==> config.mk <==
export PLATFORM = sky130hd
export DESIGN_NAME = custom_clk_div_flat
export DESIGN_NICKNAME = d
export VERILOG_FILES = /design/src/rtl/custom_clk_div_if.sv /design/src/rtl/custom_clk_div.sv /design/src/flat_wrapper.sv
export SDC_FILE = /design/constraint.sdc
export NUM_CORES = 1
export LEC_CHECK = 0
export ABC_CLOCK_PERIOD_IN_PS = 4400
export CAP_MARGIN = 10
export CELL_PAD_IN_SITES_DETAIL_PLACEMENT = 1
export CELL_PAD_IN_SITES_GLOBAL_PLACEMENT = 2
export CORE_MARGIN = 1
export CORE_UTILIZATION = 33
export CTS_CLUSTER_SIZE = 28
export DETAILED_ROUTE_END_ITERATION = 6
export GPL_ROUTABILITY_DRIVEN = 0
export PLACE_DENSITY_LB_ADDON = 0.08
export SETUP_SLACK_MARGIN = 0.4
export SLEW_MARGIN = 10
export SYNTH_ARGS = -nofsm -noshare
export SYNTH_HDL_FRONTEND = slang
export SYNTH_SLANG_ARGS = --single-unit
export TNS_END_PERCENT = 30
==> constraint.sdc <==
create_clock -name sixtyhz_clk -period 4.4 [get_ports sixtyhz_clk]
set_clock_uncertainty 0.05 [all_clocks]
set_input_delay 0.88 -clock sixtyhz_clk [delete_from_list [all_inputs] [get_ports sixtyhz_clk]]
set_output_delay 0.88 -clock sixtyhz_clk [all_outputs]
set_load 0.02 [all_outputs]
==> src/rtl/custom_clk_div_if.sv <==
`default_nettype none
//============================================================================
// custom_clk_div_if : control/pulse bundle for the programmable rate generator
// Rev 1.0
//============================================================================
interface custom_clk_div_if #(
   parameter int WIDTH = 26
);
   logic             enable;
   logic [WIDTH-1:0] load_value;
   logic             clk_out;

   modport master (
      output enable,
      output load_value,
      input  clk_out
   );

   modport slave (
      input  enable,
      input  load_value,
      output clk_out
   );
endinterface
`default_nettype wire

==> src/rtl/custom_clk_div.sv <==
`default_nettype none
//============================================================================
// custom_clk_div : emits a registered one-cycle pulse every load_value enabled
//                  cycles of sixtyhz_clk
// Rev 1.0
//============================================================================
module custom_clk_div #(
   parameter int WIDTH = 26
) (
   input  wire              sixtyhz_clk,
   input  wire              resetn,
   custom_clk_div_if.slave  bus
);

   localparam logic [WIDTH-1:0] c_one = {{(WIDTH-1){1'b0}}, 1'b1};

   logic [WIDTH-1:0] r_cnt;
   logic             r_clk_out;
   logic             w_small_load;
   logic             w_end_of_period;
   logic [WIDTH-1:0] w_last_cnt;

   // load_value-1 only matters when load_value>=2; 0 and 1 pulse every cycle.
   assign w_small_load    = (bus.load_value <= c_one);
   assign w_last_cnt      = bus.load_value - c_one;
   assign w_end_of_period = w_small_load || (r_cnt >= w_last_cnt);

   always_ff @(posedge sixtyhz_clk) begin
      if (!resetn) begin
         r_cnt     <= '0;
         r_clk_out <= 1'b0;
      end else if (bus.enable) begin
         if (w_end_of_period) begin
            r_cnt     <= '0;
            r_clk_out <= 1'b1;
         end else begin
            r_cnt     <= r_cnt + c_one;
            r_clk_out <= 1'b0;
         end
      end else begin
         r_clk_out <= 1'b0;
      end
   end

   assign bus.clk_out = r_clk_out;

endmodule
`default_nettype wire

==> src/flat_wrapper.sv <==
// flat-port wrapper written by rule: the top's interface ports become plain ports
module custom_clk_div_flat 
#(
   parameter int WIDTH = 26
)
  (sixtyhz_clk, resetn, bus_enable, bus_load_value, bus_clk_out);
  custom_clk_div_if #(.WIDTH(WIDTH)) bus_i ();
  input  wire sixtyhz_clk;
  input  wire resetn;
  input wire logic [$bits(bus_i.enable)-1:0] bus_enable;
  input wire logic [$bits(bus_i.load_value)-1:0] bus_load_value;
  output wire logic [$bits(bus_i.clk_out)-1:0] bus_clk_out;
  assign bus_i.enable = bus_enable;
  assign bus_i.load_value = bus_load_value;
  assign bus_clk_out = bus_i.clk_out;
  custom_clk_div #(.WIDTH(WIDTH)) u_core (.sixtyhz_clk(sixtyhz_clk), .resetn(resetn), .bus(bus_i));
endmodule
==> results of run 1 <==
## metrics by stage
step | hold WS, ns | cells | utilization | worst slack (ns) | total power, mW
after floorplan | 0.444 | 304 | - | 0.479 | 0.293
after global placement | 0.469 | 451 | 0.434 | -0.0720 | 0.349
after detailed placement | 0.474 | 451 | 0.434 | -0.0749 | 0.351
after CTS | 0.489 | 463 | 0.462 | 0.419 | 0.498
after global routing | 0.522 | 469 | 0.483 | 0.378 | 0.527
final | 0.487 | 469 | 0.483 | 0.484 | 0.495
## cells in the mapped netlist (2+ instances only)
| master | count |
|---|---|
| a21oi_1 | 11 |
| xor2_1 | 21 |
| nor4_2 | 2 |
| inv_1 | 8 |
| nand2_1 | 46 |
| nor4_1 | 5 |
| nand3_1 | 13 |
| and3_1 | 3 |
| o21ai_0 | 6 |
| o211a_1 | 2 |
| or3_1 | 3 |
| and2_1 | 2 |
| or4_4 | 2 |
| nor3_1 | 10 |
| ha_1 | 29 |
| or4_1 | 4 |
| clkbuf_1 | 3 |
| buf_4 | 3 |
| nand2b_1 | 2 |
| nand4_1 | 12 |
| nor4b_1 | 2 |
| xnor2_1 | 25 |
| dfxtp_1 | 27 |
| a221oi_1 | 2 |
| nor2_1 | 42 |
## worst min-delay path, stage by stage, from the launching register on
cell and delay, ns:
dfxtp_1 0.35, nand3_1 0.08, o21ai_0 0.07
## kinds of logic (layout without fill, tap and decap cells)
group	after synthesis	count (layout)	share of synthesized area
flops	27	27	0.225
compound gates	25	25	0.0657
simple gates	161	161	0.357
buf+inv	16	85	0.0333
fa+ha+maj	29	29	0.151
xor+xnor	46	46	0.168
## sequential cells by signal, indices dropped and copies added (netlist names)
signal / cells
u_core.bus.clk_out: 1
u_core.r_cnt: 26
## power by group through the flow
| stage | Clock [mW] | Sequential [mW] | Combinational, mW |
|---|---|---|---|
| floorplan | 0 | 0.253 | 0.0401 |
| global placement | 0 | 0.253 | 0.0956 |
| detailed placement | 0 | 0.253 | 0.0974 |
| CTS | 0.154 | 0.248 | 0.0964 |
| global route | 0.167 | 0.248 | 0.112 |
| finish | 0.147 | 0.248 | 0.101 |
## metal layers
layer  vias to the layer above  routed length (µm)  GRT usage
met1                      1144                3090      0.234
met4                         0                  41     0.0268
met3                         4                  84     0.0256
li1                       1207                   -          -
met5                         -                   0          0
met2                        16                3710      0.377
## area by class of cell
type,count,share of cell area
clock buffer,3,0.0124
multi-input combinational,261,0.575
sequential,27,0.162
inverter,8,0.00900
tap,96,0.0360
clock inverter,1,0.00150
timing repair buffer,73,0.204
## repair_timing
item                                    in CTS  in global routing
resized for setup                           24                 36
hold endpoints to repair                     0                  0
buffers inserted                             6                  6
endpoints found under the setup margin      26                 27
cloned                                       2                  0
pin swaps                                   23                 23
## path summary, 6_finish.rpt
kind	slack [ns]	endpoint
min	0.49	u_core.r_cnt[0]
max reg2reg	1.93	u_core.bus.clk_out
min reg2reg	0.49	u_core.r_cnt[0]
max	0.48	u_core.bus.clk_out
==> results.toml, run 1 <==
[worst_hold_path]
hold_start = "u_core.r_cnt[0]"
min_path_type = "reg -> reg"
hold_depth = 2

[logic_synthesis]
synth_edf_count = 0
yosysWarnings = 0
ys_types = 44
ys.flop_type = "dfxtp_1"
syn_area_um2 = 2400
yosysTopAreaCellShare = 0.225
synth_nets = 362
syn_area_per_cell_um2 = 7.90
yosys.area.top_type = "dfxtp_1"
async_reset_ff_frac = 0
synthTopCellsByArea = "dfxtp_1, ha_1, xnor2_1"
synth_seq_cells = 27
yosysSeqAreaShare = 0.225
synthCells = 304

[layout]
final_layout_size_suffix_gt1_frac = 0.236
final_common_cell = "nand2_1"
finalInstanceArea_um2 = 3340
fin_nets = 432
multi_input_area_um2 = 1920
diodes = 0
n_fill_cell = 861
area_delta_synth_final_pct = 39.0
final_cell_mix = "nand2_1, nor2_1, buf_4"
seq_area_um2 = 541

[drt]
first_pass_iters = 4
drtIter0Drc = 46
route.vias.total = 2371
ant_nets = 0
viasPerCell = 5.06
avgRoutedWirePerCell_um = 14.8
routed_wirelength_mm = 6.93
drc_errors = 0

[clocking]
cts.path.max_buffers = 2
cts_root_buffer = "clkbuf_8"
htreeDepth = 1
insertion_delay_ns = 0.28
path_clk_slew_ns = 0.09
cts.sinks = 27
cts_tree = "done"
cts_hold_buf = 0
numCtsBuffers = 3

[power_and_ir_drop]
seqPwrFrac = 0.500
vdd_drop_max_mv = 0.105
leakage_nw = 1.44
power_switching_mw = 0.133
power.density_nw_per_um2 = 148
swShare = 0.269
clkPwrFrac = 0.296
p_int_mw = 0.362
combPwrFrac = 0.204

[setup_path]
path_cells = "buf_6 -> or4_4 -> nor2_4 -> buf_6 -> nand3_4 -> nor2_2 -> buf_4 -> nand2_1 -> xor2_1 -> ha_1 -> nand4_1 -> or4_4 -> a41o_1 -> a21oi_4 -> buf_12 -> buf_12 -> and2_4"
cp.required_ns = 4.58
cpPeakStageDelay_ns = 0.55
cp_num_cells = 17
path_delay_family = "simple AND/OR/NAND/NOR gates"
setup.worst_path.start = "bus_load_value[12]"
worstSetupPathType = "in -> reg"
r2r-start = "u_core.r_cnt[9]"
ff2ff_path_depth = 8
crit_buf_inv = 5
worst_path_max_delay_cell = "or4_4"
worstPathMaxFanout = 6
arrival_ns = 4.10
critPathCaptureType = "flip-flop"
startpoint_type = "primary input"

[die]
coreArea_um2 = 6910
die_y_um = 87.3
dieArea_um2 = 7620
pin_count = 30
initial_utilization = 0.348
die_x_um = 87.3
rows = 30

[sta]
max_clock_freq_mhz = 255
maxSlewHeadroom = 0.589
final.setup.tns_ns = 0
period_needed_ns = 3.92
hold_viol_final = 0
rsz0062_at_grt = "false"
fin_crit_sh = 0.890
setup_violations = 0
slew_violations = 0
worst_slew_pin_slew_ns = 0.610

[global_route]
grt_max_degree = 32
grt_first_pass_wirelength_mm = 11.6
grt_pass1_vias = 2413
antenna_found_initial = 0
overflow = 0
gr-usage-all-layers = 0.196

[place]
numPortBuffers = 29
hpwlAfterDp_mm = 5.23
dpl-instance-area_um2 = 3000

[run]
maxCapViolations = 0

[run_status]
outcome = "complete, no violations"
Power figures use the tool's default switching activity.
==> run 2: changes to the inputs <==
- CORE_ASPECT_RATIO: not set -> 0.8
==> results.toml, run 2 (synthesis results as in run 1) <==
[run_status]
outcome = "complete, no violations"

[power_and_ir_drop]
power_switching_mw = 0.133
p_total_mw = 0.493
seqPwrFrac = 0.503
power.density_nw_per_um2 = 148
p_int_mw = 0.361
combPwrFrac = 0.202
clkPwrFrac = 0.295
leakage_nw = 1.44
swShare = 0.269
vdd_drop_max_mv = 0.0935

[sta]
maxSlewHeadroom = 0.240
period_needed_ns = 4.04
final.setup.tns_ns = 0
setup_violations = 0
fin_crit_sh = 0.919
worst_slew_pin_slew_ns = 1.14
hold_viol_final = 0
max_clock_freq_mhz = 247
fin_ws_ns = 0.356
slew_violations = 0
rsz0062_at_grt = "true"
hold_slack_ns = 0.513

[setup_path]
reg2reg_to = "u_core.r_cnt[8]"
cp.required_ns = 4.53
worstSetupPathType = "in -> reg"
arrival_ns = 4.17
worstPathMaxFanout = 6
ff2ff_path_depth = 9
r2r-start = "u_core.r_cnt[9]"
crit_end = "u_core.r_cnt[8]"
r2r_setup_slack_ns = 1.94
setup.worst_path.start = "bus_load_value[13]"
critPathCaptureType = "flip-flop"
startpoint_type = "primary input"

[layout]
final_cell_mix = "nand2_1, buf_4, nor2_1"
fin_cells = 460
finalInstanceArea_um2 = 3320
top_register = "u_core.r_cnt"
diodes = 0
finalCoreUtilization = 0.478
final_layout_size_suffix_gt1_frac = 0.233
final_common_cell = "nand2_1"
fin_nets = 432
area_delta_synth_final_pct = 38.5
largest_reg_flops = 26

[global_route]
overflow = 0
grt_first_pass_wirelength_mm = 11.9
gr-usage-all-layers = 0.194
grt_pass1_vias = 2415
grt.busiest_layer = "met2"
grt.met1_usage = 0.282
grt_use_met2 = 0.315
grt_max_degree = 32
gr-usage-met3 = 0.0116
antenna_found_initial = 0

[place]
dpl-instance-area_um2 = 2940
hpwlAfterDp_mm = 5.34
placed_cells_incl_taps = 436
post-place-ws_ns = -0.125
numPortBuffers = 29

[clocking]
cts_hold_buf = 0
cts_root_buffer = "clkbuf_8"
insertion_delay_ns = 0.28
htreeDepth = 1
cts_tree = "done"
cts.path.max_buffers = 2
numCtsBuffers = 3
path_clk_slew_ns = 0.10
cts.sinks = 27

[die]
coreArea_um2 = 6960
rows = 27
dieArea_um2 = 7620
die_y_um = 78.3
initial_utilization = 0.345
die_x_um = 97.4
pin_count = 30

[drt]
drc_errors = 0
avgRoutedWirePerCell_um = 15.3
routed_wirelength_mm = 7.04
first_pass_iters = 4
ant_nets = 0
viasPerCell = 5.06
drtIter0Drc = 57
route.vias.total = 2329

[run]
maxCapViolations = 0

[worst_hold_path]
min_path_type = "reg -> reg"
hold_depth = 2
hold_start = "u_core.r_cnt[0]"
## run 2: timing repair
item	CTS	global route
gates resized for setup	32	33
gates cloned	2	1
setup buffers	14	3
pin swaps	27	17
setup endpoints to repair	26	27
## run 2: worst min path at each step
stage / end
3_3_place_gp: u_core.r_cnt[0]
3_5_place_dp: u_core.r_cnt[0]
2_1_floorplan: u_core.r_cnt[0]
4_1_cts: u_core.r_cnt[0]
5_1_grt: u_core.r_cnt[1]
6_report: u_core.r_cnt[0]
## run 2: worst max-delay path: stages
cell and delay, ns:
buf_6 0.09, or4_4 0.54, nor2_4 0.12, nand3_2 0.09
or2_4 0.27, nor4_4 0.23, xnor2_1 0.13, ha_1 0.30
nand4_1 0.13, or4_1 0.52, a41o_1 0.27, a21oi_4 0.19
buf_6 0.11, buf_6 0.11, buf_16 0.14, nor2_1 0.05
## run 2: routing by layer
metal	vias up	routed length, µm
li1	1203	-
met1	1089	3750
met2	33	3110
met3	4	133
met4	0	39
met5	-	0
## run 2: layout make-up
cell class	count	area [µm²]
clock buffers	3	41.3
inverters	8	30.0
fillers	843	3630
repair buffers	73	709
multi-input cells	261	1890
flip-flops and latches	27	541
clock inverters	1	5.00
well taps	87	109
## run 2: power groups by stage
stage / combinational [mW] / clock, mW / sequential [mW]
after floorplan: 0.0401 / 0 / 0.253
after global placement: 0.0938 / 0 / 0.254
after detailed placement: 0.0960 / 0 / 0.254
after CTS: 0.0971 / 0.148 / 0.248
after global routing: 0.111 / 0.158 / 0.248
final: 0.0996 / 0.146 / 0.248
